File: src/rtl/conv_seq_pkg.sv
// Shared types for the conv layer sequencer: FSM state encoding and the
// output-channel index width helper.
package conv_seq_pkg;

  typedef enum logic [2:0] {
    IDLE      = 3'd0,
    FETCH     = 3'd1,
    WAIT_W    = 3'd2,
    RUN       = 3'd3,
    WRITE     = 3'd4,
    CLEAR     = 3'd5,
    CLEAR_ERR = 3'd6,
    DONE      = 3'd7
  } seq_state_t;

  // Never zero, so a single-channel layer still gets a 1-bit index port.
  function automatic int oc_idx_w(input int oc);
    return (oc > 1) ? $clog2(oc) : 1;
  endfunction

endpackage

File: src/rtl/conv_layer_sequencer.sv
// Runs one binary conv layer channel by channel on a shared core: fetch weights,
// run the core under a watchdog, store the output map, then clear the core.
module conv_layer_sequencer
  import conv_seq_pkg::*;
#(
  parameter int IC           = 8,
  parameter int OC           = 8,
  parameter int IMG_OUT_SIZE = 28,
  parameter int WA_W         = 8,
  parameter int TIMEOUT      = 64
) (
  input  logic                                   clk,
  input  logic                                   rst,
  input  logic                                   start,
  input  logic [WA_W-1:0]                        wt_base,
  output logic                                   busy,
  output logic                                   done,
  output logic                                   error,
  output logic                                   wt_rd_en,
  output logic [WA_W-1:0]                        wt_addr,
  input  logic [IC*9-1:0]                        wt_rdata,
  output logic                                   core_en,
  output logic [IC*9-1:0]                        core_weights,
  input  logic                                   core_done,
  input  logic [IMG_OUT_SIZE*IMG_OUT_SIZE-1:0]   core_img,
  output logic                                   fm_wr_en,
  output logic [oc_idx_w(OC)-1:0]                fm_wr_addr,
  output logic [IMG_OUT_SIZE*IMG_OUT_SIZE-1:0]   fm_wr_data
);

  localparam int WW    = IC * 9;
  localparam int IMG_W = IMG_OUT_SIZE * IMG_OUT_SIZE;
  localparam int OC_W  = oc_idx_w(OC);
  localparam int WD_W  = $clog2(TIMEOUT + 1);

  seq_state_t       state_q, state_d;
  logic [WA_W-1:0]  base_q, base_d;
  logic [OC_W-1:0]  oc_q, oc_d;
  logic [WD_W-1:0]  wdog_q, wdog_d;
  logic             error_q, error_d;
  logic             busy_q, busy_d;
  logic             done_q, done_d;
  logic             wt_rd_en_q, wt_rd_en_d;
  logic [WA_W-1:0]  wt_addr_q, wt_addr_d;
  logic             core_en_q, core_en_d;
  logic [WW-1:0]    core_weights_q, core_weights_d;
  logic             fm_wr_en_q, fm_wr_en_d;
  logic [OC_W-1:0]  fm_wr_addr_q, fm_wr_addr_d;
  logic [IMG_W-1:0] fm_wr_data_q, fm_wr_data_d;

  logic             last_ch_s;
  logic             wdog_exp_s;

  assign last_ch_s  = (oc_q == OC_W'(OC - 1));
  assign wdog_exp_s = (wdog_q == WD_W'(TIMEOUT - 1));

  // State register
  always_ff @(posedge clk) begin
    if (rst) begin
      state_q <= IDLE;
    end else begin
      state_q <= state_d;
    end
  end

  // Next-state logic; core_done outranks the watchdog in RUN
  always_comb begin
    state_d = state_q;
    case (state_q)
      IDLE:      if (start) state_d = FETCH; else state_d = IDLE;
      FETCH:     state_d = WAIT_W;
      WAIT_W:    state_d = RUN;
      RUN: begin
        if (core_done)       state_d = WRITE;
        else if (wdog_exp_s) state_d = CLEAR_ERR;
        else                 state_d = RUN;
      end
      WRITE:     state_d = CLEAR;
      CLEAR:     if (last_ch_s) state_d = DONE; else state_d = FETCH;
      CLEAR_ERR: state_d = DONE;
      DONE:      state_d = IDLE;
      default:   state_d = IDLE;
    endcase
  end

  // Datapath: base/channel/watchdog bookkeeping, weight and map captures, sticky error
  always_comb begin
    base_d         = base_q;
    oc_d           = oc_q;
    wdog_d         = wdog_q;
    error_d        = error_q;
    core_weights_d = core_weights_q;
    fm_wr_data_d   = fm_wr_data_q;
    case (state_q)
      IDLE: begin
        if (start) begin
          base_d  = wt_base;
          oc_d    = '0;
          error_d = 1'b0;
        end else begin
          base_d  = base_q;
        end
      end
      WAIT_W: begin
        core_weights_d = wt_rdata;
        wdog_d         = '0;
      end
      RUN: begin
        wdog_d = wdog_q + WD_W'(1);
        if (core_done)       fm_wr_data_d = core_img;
        else if (wdog_exp_s) error_d      = 1'b1;
        else                 error_d      = error_q;
      end
      CLEAR: begin
        if (last_ch_s) oc_d = oc_q;
        else           oc_d = oc_q + OC_W'(1);
      end
      default: base_d = base_q;
    endcase
  end

  // Output decode from the upcoming state so every strobe leaves a flop aligned with its state
  always_comb begin
    busy_d     = (state_d != IDLE) && (state_d != DONE);
    done_d     = (state_d == DONE);
    wt_rd_en_d = (state_d == FETCH);
    core_en_d  = (state_d == RUN);
    fm_wr_en_d = (state_d == WRITE);
    if (state_d == FETCH) wt_addr_d = base_d + WA_W'(oc_d);
    else                  wt_addr_d = wt_addr_q;
    if (state_d == WRITE) fm_wr_addr_d = oc_q;
    else                  fm_wr_addr_d = fm_wr_addr_q;
  end

  // Datapath and output registers
  always_ff @(posedge clk) begin
    if (rst) begin
      base_q         <= '0;
      oc_q           <= '0;
      wdog_q         <= '0;
      error_q        <= 1'b0;
      busy_q         <= 1'b0;
      done_q         <= 1'b0;
      wt_rd_en_q     <= 1'b0;
      wt_addr_q      <= '0;
      core_en_q      <= 1'b0;
      core_weights_q <= '0;
      fm_wr_en_q     <= 1'b0;
      fm_wr_addr_q   <= '0;
      fm_wr_data_q   <= '0;
    end else begin
      base_q         <= base_d;
      oc_q           <= oc_d;
      wdog_q         <= wdog_d;
      error_q        <= error_d;
      busy_q         <= busy_d;
      done_q         <= done_d;
      wt_rd_en_q     <= wt_rd_en_d;
      wt_addr_q      <= wt_addr_d;
      core_en_q      <= core_en_d;
      core_weights_q <= core_weights_d;
      fm_wr_en_q     <= fm_wr_en_d;
      fm_wr_addr_q   <= fm_wr_addr_d;
      fm_wr_data_q   <= fm_wr_data_d;
    end
  end

  assign busy         = busy_q;
  assign done         = done_q;
  assign error        = error_q;
  assign wt_rd_en     = wt_rd_en_q;
  assign wt_addr      = wt_addr_q;
  assign core_en      = core_en_q;
  assign core_weights = core_weights_q;
  assign fm_wr_en     = fm_wr_en_q;
  assign fm_wr_addr   = fm_wr_addr_q;
  assign fm_wr_data   = fm_wr_data_q;

endmodule

File: config.mk
export PLATFORM = sky130hd
export DESIGN_NAME = conv_layer_sequencer
export DESIGN_NICKNAME = d
export VERILOG_FILES = /design/src/rtl/conv_seq_pkg.sv /design/src/rtl/conv_layer_sequencer.sv
export SDC_FILE = /design/constraint.sdc
export NUM_CORES = 2
export LEC_CHECK = 0
export CAP_MARGIN = 20
export CORE_AREA = 2 2 683 685
export CTS_CLUSTER_SIZE = 16
export DETAILED_ROUTE_END_ITERATION = 6
export DIE_AREA = 0 0 685 687
export PLACE_DENSITY_LB_ADDON = 0.08
export SETUP_SLACK_MARGIN = 0.5
export SYNTH_ARGS = -nofsm -noshare
export SYNTH_HDL_FRONTEND = slang
export SYNTH_SLANG_ARGS = --single-unit
File: constraint.sdc
create_clock -name clk -period 2.4 [get_ports clk]
set_input_delay 0.36 -clock clk [delete_from_list [all_inputs] [get_ports clk]]
set_output_delay 0.36 -clock clk [all_outputs]
set_load 0.03 [all_outputs]
==> metrics.cfg <==
[run_status]
status=finished, violations left
violations=setup timing

[die]
die_width_um=685
die_y_um=687
die_area_um2=471000
fp.coreArea_um2=463000
num_rows=250
io_pins=1741
start_util=0.0668

[placed_design]
gp_congestion=0.782
io_buffer_count=1740
dpl_cell_area_um2=56800
dp.cells=11752
dp_slack_ns=-0.716
dp_hpwl_um=262000

[synthesis]
synth_mux_area_frac=0.00162
netlist_instances=3934
synthAdderAreaFrac=0.00267
synth_top_area_share=0.579
synth_area_leaders=dfxtp_1 58%, nand2_1 21%, a21oi_1 14%
syn_area_um2=30900
synth-simple-area-share=0.225
yosys.area_share.xor_xnor=0.00198
avgSynthCellArea_um2=7.85
synth_warnings=0
yosys.area.top_type=dfxtp_1
ys_seq_elements=894
synth_compound_area_frac=0.148
seq_area_frac_synth=0.579
synth_cell_types=39
synth_nets=4808
synth_top_family_by_area=simple AND/OR/NAND/NOR gates

[global_route]
grt_max_degree=86
antenna_found_initial=176
grt_pass1_wl_um=402000
grt_overflow_total=0
track_usage=0.129
grt_pass1_vias=38161

[finish]
design_area_um2=66700
regArea_um2=18100
syn2layout_area_growth_pct=116
drive_above_1_share=0.241
fin_nets=7209
fill_cells=52835
fin_util=0.144
multi_input_area_um2=12300
instances_no_fill=12657

[timing]
slew_headroom=0.579
fin_skew_ns=0.0496
setup_viol=7
period_needed_ns=2.50
fin_tns_setup_ns=-0.494
fin_ws_ns=-0.102
hold_violations=0
period_share=1.04
max_freq_mhz=400
worstMarginPinSlew_ns=0.632
rsz0062_at_grt=true
drv_slew=0
hold_ws_ns=0.108

[setup_path]
critPathTopFamily=simple AND/OR/NAND/NOR gates
critPathMaxFanout=5
slowest_stage=dfxtp_4
rrSetupSlack_ns=-0.10
endpoint=wt_addr[7]$_SDFFE_PP0P_
slowest_delay_ns=0.35
crit_buf_inv=4
rr_endpoint=wt_addr[7]$_SDFFE_PP0P_
cp-start-kind=flop
cp.required_ns=3.12
critical_path_class=reg -> reg
rr_startpoint=state_q[2]$_SDFF_PP0_
cp.depth=12
cp-end-kind=flop
crit_chain=nor4b_4, buf_4, buf_6, mux2i_4, buf_6, inv_4, ha_4, nand3_4, a21oi_2, xnor2_1, nand2_1, a32o_1
cp_common_cell=buf_6
critical_path.startpoint=state_q[2]$_SDFF_PP0_
arrival_ns=3.22
ff2ff_path_depth=12

[worst_hold_path]
hold_class=in -> reg

[route]
wl_per_cell_um=25.4
wirelength_um=321000
ant_nets=0
first_pass_iters=7
dr.first_iter.drc_count=1356
remaining_drc_errors=0
dr_total_vias=37129
viasPerCell=2.93

[clock_tree]
clk_path_buf_depth=4
clk_pin_slew_ns=0.06
cts.htree.levels=4
clock-sinks=894
cts_root_buffer=clkbuf_16
cts_buffers=150
clock_latency_ns=0.85
cts_tree=built

[pwr]
p_per_area_nw_per_um2=650
vdd_drop_max_mv=0.394
cellLeakagePower_nw=24.1
fin_total_pwr_mw=43.4

[job]
drv_cap=0

==> cell type report <==
type                       count  area share
antenna                       42     0.00158
clock buffer                 215      0.0648
clock inverter                43     0.00788
inverter                       5    0.000319
multi-input combinational   2740       0.184
sequential                   894       0.271
tap                         6174       0.116
timing repair buffer        2544       0.354
==> layout by cell type (no fill, tap or decap), types with 18 or more instances in the layout <==
cell type and instances:
dfxtp_4 41, clkbuf_8 30, a21oi_1 844, buf_12 53, clkinv_2 20, clkbuf_2 267
buf_6 132, dlygate4sd3_1 540, buf_4 531, nand2_1 1711, nand2_4 22, diode_2 42
clkdlybuf4s50_1 866, nor2_1 22, nand2_2 18, clkbuf_16 166, buf_2 103, buf_16 19
dfxtp_2 46, a21oi_2 37, dfxtp_1 807, clkbuf_1 34
==> synthesized netlist by cell type (all sizes together) <==
master,number
a211oi,1
a21bo,1
a21o,1
a21oi,882
a221oi,1
a22oi,1
a31oi,1
a32o,3
and3,2
buf,123
clkbuf,172
dfxtp,894
fa,1
ha,5
inv,5
mux2i,5
nand2,1753
nand2b,2
nand3,10
nand3b,1
nand4,2
nor2,26
nor2b,11
nor3,7
nor3b,1
nor4,2
nor4b,1
o2111ai,2
o21ai,7
o21bai,1
o311a,1
or2,1
or4,1
xnor2,5
xor2,2
==> cells by family (layout without fill, tap and decap cells) <==
logic type      Yosys count  in the layout
mux                       5              5
xor+xnor                  7              7
fa+ha+maj                 6              6
compound gates          902            902
other cells               0             42
flops                   894            894
buf+inv                 300           2807
simple gates           1820           1820
==> metal layers <==
metal | up-vias | track usage | share of wire
met3 | 373 | 0.0433 | 0.073
met1 | 17771 | 0.129 | 0.35
met5 | - | 0 | 0.0026
met4 | 126 | 0.0281 | 0.022
met2 | 1270 | 0.253 | 0.55
li1 | 17589 | - | -
==> worst min-delay path by stage <==
stage                                       startpoint                            end  slack [ns]  cells past startpoint
after floorplan                   base_q[0]$_SDFF_PP0_           base_q[0]$_SDFF_PP0_        0.44                      2
after global placement    fm_wr_data[758]$_SDFFE_PP0P_   fm_wr_data[758]$_SDFFE_PP0P_        0.44                      2
after CTS                                core_img[653]   fm_wr_data[653]$_SDFFE_PP0P_      0.0002                      3
after global routing                      wt_rdata[67]  core_weights[67]$_SDFFE_PP0P_        0.05                      3
after detailed placement  fm_wr_data[443]$_SDFFE_PP0P_   fm_wr_data[443]$_SDFFE_PP0P_        0.45                      2
final                                    core_img[610]   fm_wr_data[610]$_SDFFE_PP0P_        0.11                      3
==> report_power, final <==
group          internal [mW]  switching [mW]  total [mW]
logic                   2.79            2.82        5.61
clock network           13.3            9.15        22.4
registers               15.1           0.211        15.3
==> sequential cells by signal, summed over array words and instances (netlist names) <==
name          count
fm_wr_en          1
core_en           1
wdog_q            7
base_q            8
done              1
fm_wr_data      784
error             1
busy              1
wt_rd_en          1
core_weights     72
oc_q              3
wt_addr           8
state_q           3
fm_wr_addr        3
==> worst reg2reg max path, stage by stage (launching register included) <==
cell,delay [ns]
dfxtp_4,0.35
nor4b_4,0.30
buf_4,0.19
buf_6,0.11
mux2i_4,0.24
buf_6,0.13
inv_4,0.03
ha_4,0.26
nand3_4,0.12
a21oi_2,0.18
xnor2_1,0.14
nand2_1,0.07
a32o_1,0.24
==> timing repair <==
item                                    in CTS  in global routing
gates cloned                                 0                 16
endpoints found under the setup margin    1637               1118
setup buffers                               22                 27
endpoints found under the hold margin      564                  0
gates resized for setup                   3051                718
hold buffers                               540                  0
pin swaps                                   12                 64
Power figures use the tool's default switching activity.
